### src/rtl/sum_stream_receiver.sv
// sum_stream_receiver: credit-granting capture buffer for a valid-only result stream, drained over ready/valid.
module sum_stream_receiver #(
  parameter int WIDTH = 16,
  parameter int DEPTH = 8
) (
  input  logic                     clk,
  input  logic                     rst,
  output logic                     issue_ready,
  input  logic                     issue,
  input  logic                     v_in,
  input  logic [WIDTH-1:0]         d_in,
  output logic                     m_valid,
  output logic [WIDTH-1:0]         m_data,
  input  logic                     m_ready,
  output logic [$clog2(DEPTH):0]   level,
  output logic [$clog2(DEPTH):0]   inflight,
  output logic                     err_issue,
  output logic                     err_overflow,
  output logic                     err_spurious
);
  localparam int AW = $clog2(DEPTH);
  localparam logic [AW:0] FULL = (AW+1)'(DEPTH);
  localparam logic [AW:0] ONE = (AW+1)'(1);
  localparam logic [AW-1:0] PTR_ONE = AW'(1);
  logic [WIDTH-1:0] mem [DEPTH];
  logic [AW-1:0] wr_ptr_q, wr_ptr_d, rd_ptr_q, rd_ptr_d;
  logic [AW:0] count_q, count_d, inflight_q, inflight_d;
  logic [AW+1:0] reserved;
  logic err_issue_q, err_issue_d, err_overflow_q, err_overflow_d, err_spurious_q, err_spurious_d;
  logic push, pop, take, ret;
  // Credits come only from registered state, so issue_ready has no input-to-output path.
  always_comb begin
    reserved = {1'b0, inflight_q} + {1'b0, count_q};
    issue_ready = reserved < {1'b0, FULL};
    m_valid = count_q != '0;
    m_data = mem[rd_ptr_q];
    pop = m_valid & m_ready;
    push = v_in & ((count_q != FULL) | pop);
    take = issue & issue_ready;
    ret = v_in & (inflight_q != '0);
    wr_ptr_d = push ? wr_ptr_q + PTR_ONE : wr_ptr_q;
    rd_ptr_d = pop ? rd_ptr_q + PTR_ONE : rd_ptr_q;
    count_d = (push & ~pop) ? count_q + ONE : (pop & ~push) ? count_q - ONE : count_q;
    inflight_d = (take & ~ret) ? inflight_q + ONE : (ret & ~take) ? inflight_q - ONE : inflight_q;
    err_issue_d = err_issue_q | (issue & ~issue_ready);
    err_overflow_d = err_overflow_q | (v_in & ~push);
    err_spurious_d = err_spurious_q | (v_in & (inflight_q == '0));
  end
  always_ff @(posedge clk) begin
    if (rst) begin
      wr_ptr_q <= '0;
      rd_ptr_q <= '0;
      count_q <= '0;
      inflight_q <= '0;
      err_issue_q <= 1'b0;
      err_overflow_q <= 1'b0;
      err_spurious_q <= 1'b0;
    end else begin
      wr_ptr_q <= wr_ptr_d;
      rd_ptr_q <= rd_ptr_d;
      count_q <= count_d;
      inflight_q <= inflight_d;
      err_issue_q <= err_issue_d;
      err_overflow_q <= err_overflow_d;
      err_spurious_q <= err_spurious_d;
    end
  end
  always_ff @(posedge clk) if (push) mem[wr_ptr_q] <= d_in;
  assign level = count_q;
  assign inflight = inflight_q;
  assign err_issue = err_issue_q;
  assign err_overflow = err_overflow_q;
  assign err_spurious = err_spurious_q;
endmodule

### config.mk
export PLATFORM = sky130hd
export DESIGN_NAME = sum_stream_receiver
export DESIGN_NICKNAME = d
export VERILOG_FILES = /design/src/rtl/sum_stream_receiver.sv
export SDC_FILE = /design/constraint.sdc
export NUM_CORES = 1
export LEC_CHECK = 0
export CORE_AREA = 2 2 111 113
export DETAILED_ROUTE_END_ITERATION = 6
export DIE_AREA = 0 0 113 115
export PLACE_DENSITY = 0.74
export SYNTH_ARGS = -nofsm -noshare
export SYNTH_HDL_FRONTEND = slang
export SYNTH_SLANG_ARGS = --single-unit
### constraint.sdc
create_clock -name clk -period 2.7 [get_ports clk]
set_clock_uncertainty 0.05 [all_clocks]
set_input_delay 0.54 -clock clk [delete_from_list [all_inputs] [get_ports clk]]
set_output_delay 0.54 -clock clk [all_outputs]
set_load 0.05 [all_outputs]
[After elaboration in Yosys (flattened, before gate mapping)]
Memories as Yosys holds them, arrays and structs flattened. A register that Yosys moved wholly into a read port is not among the register bits.
Cells that the tools add are included.
Cells by class
  add/subtract/negate cells: 7
  multiply operators: 0
  div/mod/pow operators: 0
  magnitude comparators: 1
  equal/unequal tests: 1
  shift operators: 0
  muxes and demuxes: 8
  bitwise gates (word level): 20
  reduce and logical (&&, ||, !) cells: 5
Operator list (count)
  $mux 4: 4
  $and 1x1->1: 11
  $add 4x1->4 const B: 2
  $reduce_bool 4->1: 2
  $sub 4x1->4 const B: 2
  $add 3x1->3 const B: 2
  $mux 3: 2
  $add 4x4->5: 1
  $lt 5x4->1 const B: 1
  $not 1->1: 5
  $logic_not 4->1: 1
  $ne 4x4->1 const B: 1
  $or 1x1->1: 4
  $reduce_bool 2->1: 2
  $mux 1: 2
Word-level totals
  bits in registers: 17
  bits in latches: 0
  memory bits (writable): 128
  bits in read-only memories: 0
  bits of input ports: 21
  output and inout bits: 29
  word-level logic and storage cells: 50
  memories: 1
Memories
  mem: words 8, width 16, rd ports 1, clocked after memory_dff 1, wr ports 1, line 25  | logic [WIDTH-1:0] mem [DEPTH];

[Longest topological paths before layout]
Gate-level depths: netlist (run 1).
  depth after elaboration: 8
  mapped depth: 11

[Worst setup path before layout (run 1)]
Ideal clock, no wire load.
  kind: reg-to-reg
  from: register count_q[1], in the netlist level[1]
  to: register inflight_q[3], in the netlist inflight[3]
  library setup time: 0.121 ns
  arrival time: 4.022 ns
  data required time: 2.529 ns
  slack: -1.493 ns
  stages on the path, launching flop included: 12
  buffers on the path: 0
  cells stage by stage: dfxtp_1 -> ha_1 -> a31o_2 -> a2111oi_2 -> and2_1 -> ha_1 -> inv_1 -> ha_1 -> a21oi_1 -> a211oi_1 -> a31oi_1 -> mux2_2
Between the ends
  cells in the longest elaborated chain, start to end: 6
  elaborated cells between the ends (all ways): 8
  classes of those cells: add/sub: 1; order compare: 1; mux: 1; bitwise: 4; reduce/logical: 1
RTL lines
  start, declared: line 27  | logic [AW:0] count_q, count_d, inflight_q, inflight_d;
  start signal, assigned: line 61  | count_q <= count_d;
  $add 4x4->5 (*): line 33  | reserved = {1'b0, inflight_q} + {1'b0, count_q};
  $lt 5x4->1 (*): line 34  | issue_ready = reserved < {1'b0, FULL};
  net issue_ready: line 8  | output logic issue_ready,
  $and 1x1->1 (*): line 39  | take = issue & issue_ready;
  $not 1->1: line 44  | inflight_d = (take & ~ret) ? inflight_q + ONE : (ret & ~take) ? inflight_q - ONE : inflight_q;
  $and 1x1->1: line 44
  $reduce_bool 2->1 (no source line)
  end signal, assigned: line 62  | inflight_q <= inflight_d;
  end, declared: line 27
Mark *: on every way through the listed nets, which the timed path passes. The rest lies on a longest branch.
A chain may end at the register's enable or synchronous reset.

[Worst setup path in the final report (run 1)]
  from: register inflight_q[1], in the netlist inflight[1]
  to: register inflight_q[3], in the netlist inflight[3]
Between the ends
  cells in the longest elaborated chain, start to end: 6
  elaborated cells between the ends (all ways): 14
  classes of those cells: add/sub: 3; order compare: 1; mux: 2; bitwise: 6; reduce/logical: 2
RTL lines (line)
  $add 4x4->5: 33
  $lt 5x4->1: 34
  $and 1x1->1: 39
  $not 1->1: 44
  $and 1x1->1: 44
  $reduce_bool 2->1 (no source line)
Parallel ways exist; a longest one is shown, timed or not. The select of a mux whose other input is x is not followed.

==> out/metrics.csv, run 1 <==
metric,value,unit
cap_violations,0,
fin_cells,554,
fin_crit,2680,ps
synth_top_area_frac,0.642,
synth_warnings,0,
critPathMaxFanout,4,
ios,50,
root_buffer,clkbuf_16,
wl,11.3,mm
grt_pass1_wl,17.2,mm
portBuffers,49,
fill_cells,791,
slew_headroom,0.652,
hold_start,err_issue,
peakVddDrop,880,uV
hold_depth,2,
drtPass1Iterations,6,
synth_edf_count,128,
ys_ff_latch,148,
rrSetupSlack,20,ps
avgViaCountPerCell,5.54,
placed_area,6920,um2
setup_viol,0,
final_cell_area,7640,um2
syn_area,5990,um2
path_class,flop to flop,
ys_top_cells_by_count,"edfxtp_1 (128), mux4_1 (28), nor2_1 (23)",
startpoint_type,flop,
first_iter_violations,192,
cts_buffers,17,
required,2950,ps
coreArea,11800,um2
die-area,13000,um2
outcome,"finished, violations left",
r2r-start,inflight[1],
slowest_stage,dfxtp_4,
clkTransAtPathRegs,60,ps
gp_congestion,0.753,
synth_nets,338,
rr_endpoint,inflight[3],
leakage,2.62,nW
area_growth,27.6,%
yosysSeqAreaShare,0.709,
nets,428,
wl_per_cell,20.4,um
dp_cells,517,
dp_hpwl,6.28,mm
hold_class,flop to flop,
die_w,113,um
worst_pin_slew,521,ps
tritoncts,built,
overflow,0,
period_share,0.992,
gr-usage-all-layers,0.182,
grt_max_degree,33,
clkLatencyLatePin,420,ps
grt_pass1_vias,3191,
antenna_found_initial,0,
row_count,40,
syn_area_per_cell,19.7,um2
hold_viol_final,0,
postRouteAntennaNets,0,
ys_top_cells_by_area,"edfxtp_1 (64%), mux4_1 (12%), dfxtp_1 (6.7%), mux2_2 (3.4%), ha_1 (2.3%)",
vias,3067,
synth_area_leader_cell,edfxtp_1,
cp-end-kind,flop,
clock.fmax,373,MHz
synthCells,304,
violations,design-rule violations,
cts_sinks,148,
powerDensity,1050,nW/um2
cts_max_level,4,
yosysUniqueCellTypes,32,
min_to,err_issue,
slew_violations,0,
max_stage_delay,350,ps
synth_most_common_cell,edfxtp_1,
cts_hold_buf,0,
reg2regPathDepth,11,
synthFlopType,edfxtp_1,
async_flop_share,0,
n_antenna_cell,0,
worstPathCellList,"ha_4, a31o_4, a2111oi_4, and2_4, ha_4, inv_4, ha_4, a21oi_4, a211oi_2, a31oi_1, mux2_2",
rsz0062_at_grt,yes,
drive_gt1_frac,0.361,
cp_common_cell,ha_4,
worstPathArrival,2930,ps
initial_utilization,0.507,
drc_errors,3,
die_y,115,um
cts_buffer_depth,2,
## sequential cells by signal (all words and copies together), names as in the netlist, named ones only
name	flops
mem	128
inflight	4
level	4
rd_ptr_q	3
wr_ptr_q	3
err_issue	1
err_overflow	1
err_spurious	1
## worst max-delay path by stage
stage	from	to	slack (ps)	cells past startpoint
finish	inflight[1]	inflight[3]	20	11
global route	inflight[1]	inflight[3]	-60	11
CTS	flop	m_data[11]	7	4
detailed placement	m_ready	level[3]	-230	11
global placement	m_ready	level[3]	-120	11
floorplan	inflight[1]	inflight[3]	-520	11
## repair_timing
action	CTS	global route
setup endpoints to repair	6	14
buffers inserted	1	1
cloned	1	2
pin swaps	1	3
gates resized for setup	4	29
## area by class of cell
type	instances	area, um2	share of cell area
clock buffers	17	425	0.0556
clock inverters	15	155	0.0203
inverters	4	17.5	0.00229
multi-input cells	139	1750	0.229
flip-flops and latches	148	4260	0.557
well taps	147	184	0.0241
repair buffers	84	848	0.111
## power by group
group | total (W) | switching (W) | internal, W
clock network | 0.00228 | 0.000920 | 0.00136
registers | 0.00280 | 0.000130 | 0.00267
logic | 0.00291 | 0.00156 | 0.00135
## critical path: cells and delay by family (launching register included)
| kind | cells | cell delay, ps |
|---|---|---|
| simple gates | 1 | 210 |
| mux | 1 | 340 |
| buf+inv | 1 | 50 |
| compound gates | 5 | 960 |
| flops | 1 | 350 |
| fa+ha+maj | 3 | 600 |
## layer usage
| metal | wire (um) | vias up | share of wire | GRT usage |
|---|---|---|---|---|
| met1 | 4800 | 1556 | 0.42 | 0.226 |
| met5 | 0 | - | 0 | 0 |
| li1 | - | 1422 | - | - |
| met2 | 5820 | 77 | 0.51 | 0.304 |
| met3 | 571 | 12 | 0.051 | 0.0559 |
| met4 | 117 | 0 | 0.010 | 0.0732 |
## placed cells by master, fill, tap and decap left out, types with 4 or more instances in the layout
| cell type | count |
|---|---|
| buf_4 | 36 |
| xor2_1 | 5 |
| dfxtp_2 | 5 |
| dfxtp_1 | 12 |
| ha_4 | 4 |
| clkinvlp_4 | 4 |
| ha_1 | 5 |
| clkdlybuf4s50_1 | 31 |
| mux2_2 | 18 |
| mux4_1 | 17 |
| buf_12 | 4 |
| clkbuf_16 | 19 |
| edfxtp_1 | 128 |
| nand3_1 | 4 |
| mux4_2 | 15 |
| nor2_1 | 23 |
| nand2b_1 | 5 |
| nand2_1 | 5 |
| nor3_2 | 4 |
| a21oi_1 | 7 |
| buf_6 | 9 |
## through the flow
step	hold WS, ps	worst slack [ps]	TNS (ps)	util	total power (W)
floorplan	404	-518	-971	-	0.00470
global placement	384	-122	-122	0.586	0.00536
detailed placement	389	-234	-249	0.586	0.00541
CTS	401	6.68	0	0.639	0.00778
global route	430	-64.0	-113	0.647	0.00832
finish	399	20.6	0	0.647	0.00800
## logic make-up (layout without fill, tap and decap cells)
family                     count (synthesis)  after routing  share of synthesized area
AOI/OAI and AO/OA                         17             17                     0.0201
xor gates and xnor gates                   8              8                     0.0117
adders and majority gates                 13             13                     0.0297
buffers and inverters                     17            120                     0.0159
DFF                                      148            148                      0.709
muxes                                     52             52                      0.175
and+or+nand+nor                           49             49                     0.0391
Note: power is estimated with default switching activity, not from simulation.
==> run 2, diff against run 1 <==
--- a/config.mk
+++ b/config.mk
@@ -5,10 +5,10 @@
 export SDC_FILE = /design/constraint.sdc
 export NUM_CORES = 1
 export LEC_CHECK = 0
-export CORE_AREA = 2 2 111 113
+export CORE_AREA = 2 2 106 108
 export DETAILED_ROUTE_END_ITERATION = 6
-export DIE_AREA = 0 0 113 115
-export PLACE_DENSITY = 0.74
+export DIE_AREA = 0 0 108 110
+export PLACE_DENSITY = 0.77
 export SYNTH_ARGS = -nofsm -noshare
 export SYNTH_HDL_FRONTEND = slang
 export SYNTH_SLANG_ARGS = --single-unit
==> constraint.sdc (replaced) <==
create_clock -name clk -period 2.6 [get_ports clk]
set_clock_uncertainty 0.05 [all_clocks]
set_input_delay 0.52 -clock clk [delete_from_list [all_inputs] [get_ports clk]]
set_output_delay 0.52 -clock clk [all_outputs]
set_load 0.05 [all_outputs]
==> run 2 against run 1 <==
  * The flow finishes with violations (negative setup slack)
  * Wire length is 5.6% higher
  * Sequential power is 4% higher
  * Combinational power grew 19%
  * Clock power up 2%
  * Critical path depth down 6
  * Final cell count stayed put
  * Cell area grew 2.8%
  * Non-clock buffer count up 7
  * Die area fell by 8.6%
  * Register-to-register slack lost 50 ps
  * Global-route usage rose by 4.1 points
==> out/metrics.csv, run 2 (synthesis results as in run 1) <==
metric,value,unit
rsz0062_at_grt,yes,
die_y,110,um
min_to,err_issue,
gp_congestion,0.736,
coreArea,10700,um2
nets,435,
root_buffer,clkbuf_8,
cp-end-kind,primary output,
setup_ws,-123,ps
cts_sinks,148,
startpoint_type,flop,
final_common_cell,edfxtp_1,
setup_viol,14,
fill_cells,605,
die_w,108,um
overflow,0,
n_antenna_cell,0,
tritoncts,built,
drc_errors,0,
worstPathCellList,"buf_12, buf_16, mux4_2, mux2_4, buf_8",
clkLatencyLatePin,520,ps
critPathMaxFanout,8,
gr-usage-all-layers,0.224,
fin_crit,2720,ps
hold_depth,2,
rr_endpoint,inflight[3],
comb_power_share,0.398,
leakage,2.70,nW
postRouteAntennaNets,0,
p_seq_frac,0.334,
utilization,0.735,
p_int,0.00588,W
cts_buffers,17,
cts_hold_buf,0,
largest_register,mem,
largest_reg_flops,128,
hold_start,err_issue,
finalSetupTns,-1140,ps
die-area,11900,um2
cap_violations,0,
worstPathArrival,2150,ps
hold_class,flop to flop,
ios,50,
area_growth,31.2,%
drtPass1Iterations,5,
grt_pass1_vias,3324,
portBuffers,49,
switchingPower,0.00282,W
row_count,38,
clkTransAtPathRegs,60,ps
dp_hpwl,6.63,mm
slew_headroom,0.668,
reg2regPathDepth,11,
antenna_found_initial,0,
period_share,1.05,
final_cell_area,7860,um2
wl_per_cell,21.6,um
avgViaCountPerCell,5.71,
outcome,"finished, violations left",
final_cell_mix,"edfxtp_1 (128), clkdlybuf4s50_1 (31), mux4_2 (30)",
powerDensity,1110,nW/um2
placed_area,7060,um2
p_sw_frac,0.324,
routed.top_layer,met4,
path_class,flop to primary output,
grt_max_degree,33,
first_iter_violations,245,
required,2030,ps
wl,11.9,mm
r2r-start,inflight[1],
cts_max_level,4,
grt_pass1_wl,18.6,mm
violations,negative setup slack,
hold_viol_final,0,
slew_violations,0,
wl_met3,722,um
slowest_stage,mux4_2,
initial_utilization,0.560,
peakVddDrop,870,uV
dr_wl_met2,6.09,mm
worst_pin_slew,497,ps
met1Wirelength,4.86,mm
max_stage_delay,510,ps
cts_buffer_depth,2,
vias,3164,
clkPwrFrac,0.268,
drive_gt1_frac,0.415,
clock.fmax,367,MHz
rrSetupSlack,-30,ps
## run 2: cell types whose count changed in the layout (fill, tap and decap cells not counted), sizes merged
cell         before  now
buf              50   59
clkbuf           19   18
clkinv            5    6
dlygate4sd2       1    0
inv               8    7
## run 2: worst max-delay path: cells and delay by family, from the launching register on
| family | cells | cell delay [ps] |
|---|---|---|
| muxes | 2 | 810 |
| buffers and inverters | 3 | 420 |
| DFF | 1 | 400 |
## run 2: layout make-up
cell class	count	area [um2]	area share
flip-flops and latches	148	4270	0.543
multi-input cells	139	1790	0.227
repair buffers	91	1040	0.132
clock buffers	17	414	0.0527
well taps	140	175	0.0223
clock inverters	15	158	0.0201
inverters	4	17.5	0.00223
## run 2: power by group through the flow
stage / clock network [W] / registers [W] / logic (W)
finish: 0.00233 / 0.00290 / 0.00346
global route: 0.00246 / 0.00293 / 0.00366
CTS: 0.00235 / 0.00290 / 0.00338
detailed placement: 0 / 0.00293 / 0.00284
global placement: 0 / 0.00291 / 0.00278
floorplan: 0 / 0.00311 / 0.00183
## run 2: how the worst max path moves through the flow
stage                  endpoint   startpoint  depth (start not counted)  slack (ps)
finish                m_data[2]         flop                          5        -120
global route          m_data[2]         flop                          5        -190
floorplan           inflight[3]  inflight[1]                         11        -600
global placement       level[3]      m_ready                         11        -160
CTS                   m_data[9]         flop                          5        -150
detailed placement     level[3]      m_ready                         11        -290
## run 2: stage by stage
| step | instances | worst slack, ps | total power, W | hold WS, ps |
|---|---|---|---|---|
| after floorplan | 304 | -604 | 0.00495 | 404 |
| after global placement | 516 | -156 | 0.00569 | 383 |
| after detailed placement | 516 | -290 | 0.00577 | 387 |
| after CTS | 553 | -145 | 0.00864 | 397 |
| after global routing | 554 | -194 | 0.00905 | 440 |
| final | 554 | -123 | 0.00869 | 393 |
## run 2: timing repair
| action | 4_1_cts | 5_1_grt |
|---|---|---|
| gates cloned | 3 | 0 |
| endpoints found under the hold margin | 0 | 0 |
| pin swaps | 1 | 5 |
| buffers inserted | 2 | 2 |
| endpoints found under the setup margin | 19 | 20 |
| gates resized for setup | 68 | 20 |
## run 2: layer usage
| metal | vias to the layer above | GRT usage |
|---|---|---|
| met2 | 118 | 0.370 |
| met5 | - | 0 |
| met3 | 19 | 0.0629 |
| li1 | 1416 | - |
| met4 | 0 | 0.0925 |
| met1 | 1611 | 0.282 |
==> run 3, diff against run 2 <==
--- a/config.mk
+++ b/config.mk
@@ -9,6 +9,7 @@
 export DETAILED_ROUTE_END_ITERATION = 6
 export DIE_AREA = 0 0 108 110
 export PLACE_DENSITY = 0.77
+export REMOVE_ABC_BUFFERS = 1
 export SYNTH_ARGS = -nofsm -noshare
 export SYNTH_HDL_FRONTEND = slang
 export SYNTH_SLANG_ARGS = --single-unit
==> run 3 against run 2 <==
  * The flow still finishes with violations (negative setup slack)
  * Utilization up 0.47 points
  * Worst setup slack worse by 37 ps
  * First-iteration DRC count down 11%
==> out/metrics.csv, run 3 (synthesis results as in run 1) <==
metric,value,unit
gr-usage-all-layers,0.248,
drtPass1Iterations,4,
reg2regPathDepth,11,
r2r-start,inflight[1],
hold_viol_final,0,
rr_endpoint,inflight[3],
max_stage_delay,530,ps
die-area,11900,um2
fin_cells,567,
grt_pass1_wl,20.5,mm
portBuffers,49,
startpoint_type,flop,
critPathMaxFanout,8,
wl,13.7,mm
peakVddDrop,772,uV
wl_per_cell,24.2,um
root_buffer,clkbuf_8,
cts_max_level,4,
die_y,110,um
slew_headroom,0.660,
cap_violations,0,
p_sw_frac,0.335,
comb_power_share,0.415,
drc_errors,0,
grt_pass1_vias,3462,
coreArea,10700,um2
worstPathCellList,"buf_12, buf_16, mux4_2, mux2_4, buf_6",
tritoncts,built,
die_w,108,um
dp_cells,523,
setup_ws,-160,ps
final_cell_mix,"edfxtp_1 (128), buf_4 (42), clkdlybuf4s50_1 (31)",
row_count,38,
powerDensity,1110,nW/um2
area_growth,32.0,%
hold_depth,2,
slew_violations,0,
grt_max_degree,33,
avgViaCountPerCell,5.77,
rrSetupSlack,-70,ps
path_class,flop to primary output,
worst_pin_slew,508,ps
clock.fmax,362,MHz
period_share,1.06,
p_int,0.00585,W
p_seq_frac,0.329,
dp_hpwl,7.18,mm
violations,negative setup slack,
cts_sinks,148,
vias,3271,
fill_cells,622,
cts_buffer_depth,2,
first_iter_violations,219,
rsz0062_at_grt,yes,
n_antenna_cell,0,
final_cell_area,7910,um2
placed_area,6970,um2
cp-end-kind,primary output,
ios,50,
worstPathArrival,2190,ps
setup_viol,17,
hold_class,flop to flop,
switchingPower,0.00294,W
hold_start,err_issue,
clkTransAtPathRegs,60,ps
initial_utilization,0.560,
postRouteAntennaNets,0,
leakage,2.74,nW
overflow,0,
fin_crit,2760,ps
largest_reg_flops,128,
outcome,"finished, violations left",
cts_buffers,17,
clkPwrFrac,0.257,
cts_hold_buf,0,
path_buf_inv,3,
gp_congestion,0.771,
slowest_stage,mux4_2,
nets,448,
final_common_cell,edfxtp_1,
clkLatencyLatePin,530,ps
power,0.00879,W
largest_register,mem,
antenna_found_initial,0,
hold_slack,419,ps
cpLargestDelayFamily,multiplexers,
required,2030,ps
min_to,err_issue,
drive_gt1_frac,0.429,
## run 3: changes by cell type in the layout (fill, tap and decap cells not counted), moves of 2 or more
cell / delta
buf_4: +13
buf_6: +4
dfxtp_1: +4
buf_12: -3
dfxtp_2: -2
dfxtp_4: -2
ha_1: -2
inv_6: +2
mux4_1: +2
mux4_2: -2
## run 3: worst max-delay path by stage
| stage | from | to | slack (ps) | depth (start not counted) |
|---|---|---|---|---|
| 2_1_floorplan | level[1] | inflight[3] | -1590 | 11 |
| 3_3_place_gp | level[1] | inflight[3] | -220 | 11 |
| 3_5_place_dp | level[1] | inflight[3] | -330 | 11 |
| 4_1_cts | flop | m_data[9] | -150 | 5 |
| 5_1_grt | flop | m_data[15] | -200 | 5 |
| 6_report | flop | m_data[15] | -160 | 5 |
## run 3: layout make-up
class	count	area, um2	area share
multi-input cells	139	1800	0.228
clock inverters	14	129	0.0163
repair buffers	104	1110	0.140
well taps	140	175	0.0222
clock buffers	18	418	0.0528
inverters	4	20.0	0.00253
flip-flops and latches	148	4260	0.538
## run 3: stage by stage
step / setup TNS, ps / util / worst slack [ps]
2_1_floorplan: -27530 / - / -1590
3_3_place_gp: -455 / 0.651 / -218
3_5_place_dp: -844 / 0.651 / -325
4_1_cts: -2260 / 0.730 / -155
5_1_grt: -2690 / 0.739 / -199
6_report: -1760 / 0.739 / -160
## run 3: tightest hold or removal path, cell delays in order (launching register included)
cell and delay, ps:
dfxtp_1 320, inv_1 50, a21oi_1 50
## run 3: timing repair
item | CTS | global route
gates resized for setup | 82 | 29
cloned | 3 | 0
pin swaps | 11 | 17
buffers inserted | 6 | 5
endpoints found under the setup margin | 23 | 20
## run 3: power groups by stage
stage / logic (W) / registers, W / clock network [W]
2_1_floorplan: 0.00154 / 0.00319 / 0
3_3_place_gp: 0.00275 / 0.00288 / 0
3_5_place_dp: 0.00281 / 0.00290 / 0
4_1_cts: 0.00350 / 0.00288 / 0.00227
5_1_grt: 0.00383 / 0.00290 / 0.00236
6_report: 0.00365 / 0.00289 / 0.00225
## run 3: metal layers
layer / up-vias / wire length (um) / global-route usage / part of all wire
met5: - / 0 / 0 / 0
met4: 0 / 173 / 0.0833 / 0.013
met3: 13 / 942 / 0.0582 / 0.069
met2: 144 / 7430 / 0.443 / 0.54
met1: 1677 / 5160 / 0.299 / 0.38
li1: 1437 / - / - / -
==> RTL edit, RTL diff (flow settings as in run 2) <==
The parameter `WIDTH` goes from 16 to 12.
--- a/src/rtl/sum_stream_receiver.sv
+++ b/src/rtl/sum_stream_receiver.sv
@@ -1,5 +1,5 @@
 // sum_stream_receiver: credit-granting capture buffer for a valid-only result stream, drained over ready/valid.
 module sum_stream_receiver #(
-  parameter int WIDTH = 16,
+  parameter int WIDTH = 12,
   parameter int DEPTH = 8
 ) (
Ports: changed (resized d_in and m_data); port bits go from 50 to 42. The function was not compared with the original's and may differ.
==> RTL edit against run 2 <==
Highest routed layer unchanged. Cell count decreased by 10%. Via count decreased by 17%. Routed wire length fell by 18%. Largest cell class unchanged. Cell area shrank 18%. Setup slack gained 0.029 ns. Global-route usage shrank 4.0 points. Power down 13%. Critical endpoint is now inflight[3]$_SDFFE_PP0P_. Synthesized area decreased by 21%. The flow still finishes with violations (negative setup slack). Hold slack better by 0.0041 ns. Sequential cell count fell by 32. Largest power group unchanged.
==> RTL edit: results <==
[clock_network]
clk_path_buf_depth = 2
clock_latency_ns = 0.50

[cells_and_area]
fillers = 796
seq_area_um2 = 3306
fin_nets = 374
layout-drive-gt1-share = 0.4286
largest_register_ffs = 96
regMostFlops = "mem"

[setup_path]
worstPathArrival_ns = 3.03
crit_slowest_cell = "dfxtp_4"
crit_family = "compound AO/OA/AOI/OAI gates"
reg2reg_depth = 11
crit_path_start = "inflight[1]$_SDFFE_PP0P_"
crit_fanout = 3
worstSetupEndpointType = "flop"
worst_path_largest_cell_delay_ns = 0.35

[logic_synthesis]
synthTopCellsByCount = "edfxtp_1 (96), nor2_1 (23), mux4_1 (21), dfxtp_1 (20), mux2_2 (14)"
synth_edf_count = 96
synth_fa_ha_area_frac = 0.03736
synth_compound_area_frac = 0.02368
synth.area.top_cells = "edfxtp_1 (61%), mux4_1 (12%), dfxtp_1 (8.4%)"
ys_seq_area_frac = 0.6903
syn_nets = 288
synth_xor_area_frac = 0.01473
synth_mux_area_frac = 0.1676
synth.avg_cell_area_um2 = 18.43

[power]
clk-power_uw = 2280
power.share.clock = 0.300
p_int_uw = 5156
p_leak_uw = 0.002255
irDropWorstVdd_mv = 0.6034
powerSeq_uw = 2310

[sta]
setup_viol = 9
slew_headroom = 0.6589
fin_ws_ns = -0.09350
setup_tns_ns = -0.5256
whs_ns = 0.3970

[drt]
vias_per_cell = 5.298
post_drt_wl_per_cell_um = 19.76
drtPass1Iterations = 7
drt_wl_total_mm = 9.822
drt_iter0_markers = 176

[run_status]
status = "finished with violations"
violations = "negative setup slack"

[global_route]
grt.total_usage = 0.1834
grt_max_degree = 25
grt_pass1_vias = 2845
grt_pass1_wl_mm = 15.46
antenna_found_initial = 0

[place]
hpwl_mm = 5.534
io_buffers = 41
gp_congestion = 0.7696
place_area_um2 = 5634
place_ws_ns = -0.2579
placed_cells = 459

[min_path]
min-delay-path-class = "reg2reg"
hold_depth = 2
## RTL edit: cell count changes after synthesis
cell      change
buf_1         -3
buf_2         +2
buf_6         -1
clkbuf_1      +1
clkbuf_2      -1
edfxtp_1     -32
mux2_2        -4
mux4_1        -7
mux4_2        -1
o21ai_2       +1
o21ai_4       -1
## RTL edit: final cells by class
class,instances,share of cell area
Clock inverter,15,0.02779
Multi-Input combinational cell,127,0.2342
Sequential cell,116,0.5134
Timing Repair Buffer,78,0.1304
Inverter,4,0.002721
Clock buffer,17,0.06432
Tap cell,140,0.02721
## RTL edit: layer usage
layer	vias up	global-route usage	routed length, µm
li1	1188	-	-
met5	-	0	0
met1	1339	0.2214	3960
met3	11	0.05996	619
met2	95	0.3100	5122
met4	0	0.06777	120
## RTL edit: what timing repair did
item	4_1_cts	5_1_grt
setup buffers	6	1
endpoints found under the setup margin	15	18
endpoints found under the hold margin	0	0
resized for setup	71	11
cloned	3	0
pin swaps	1	4
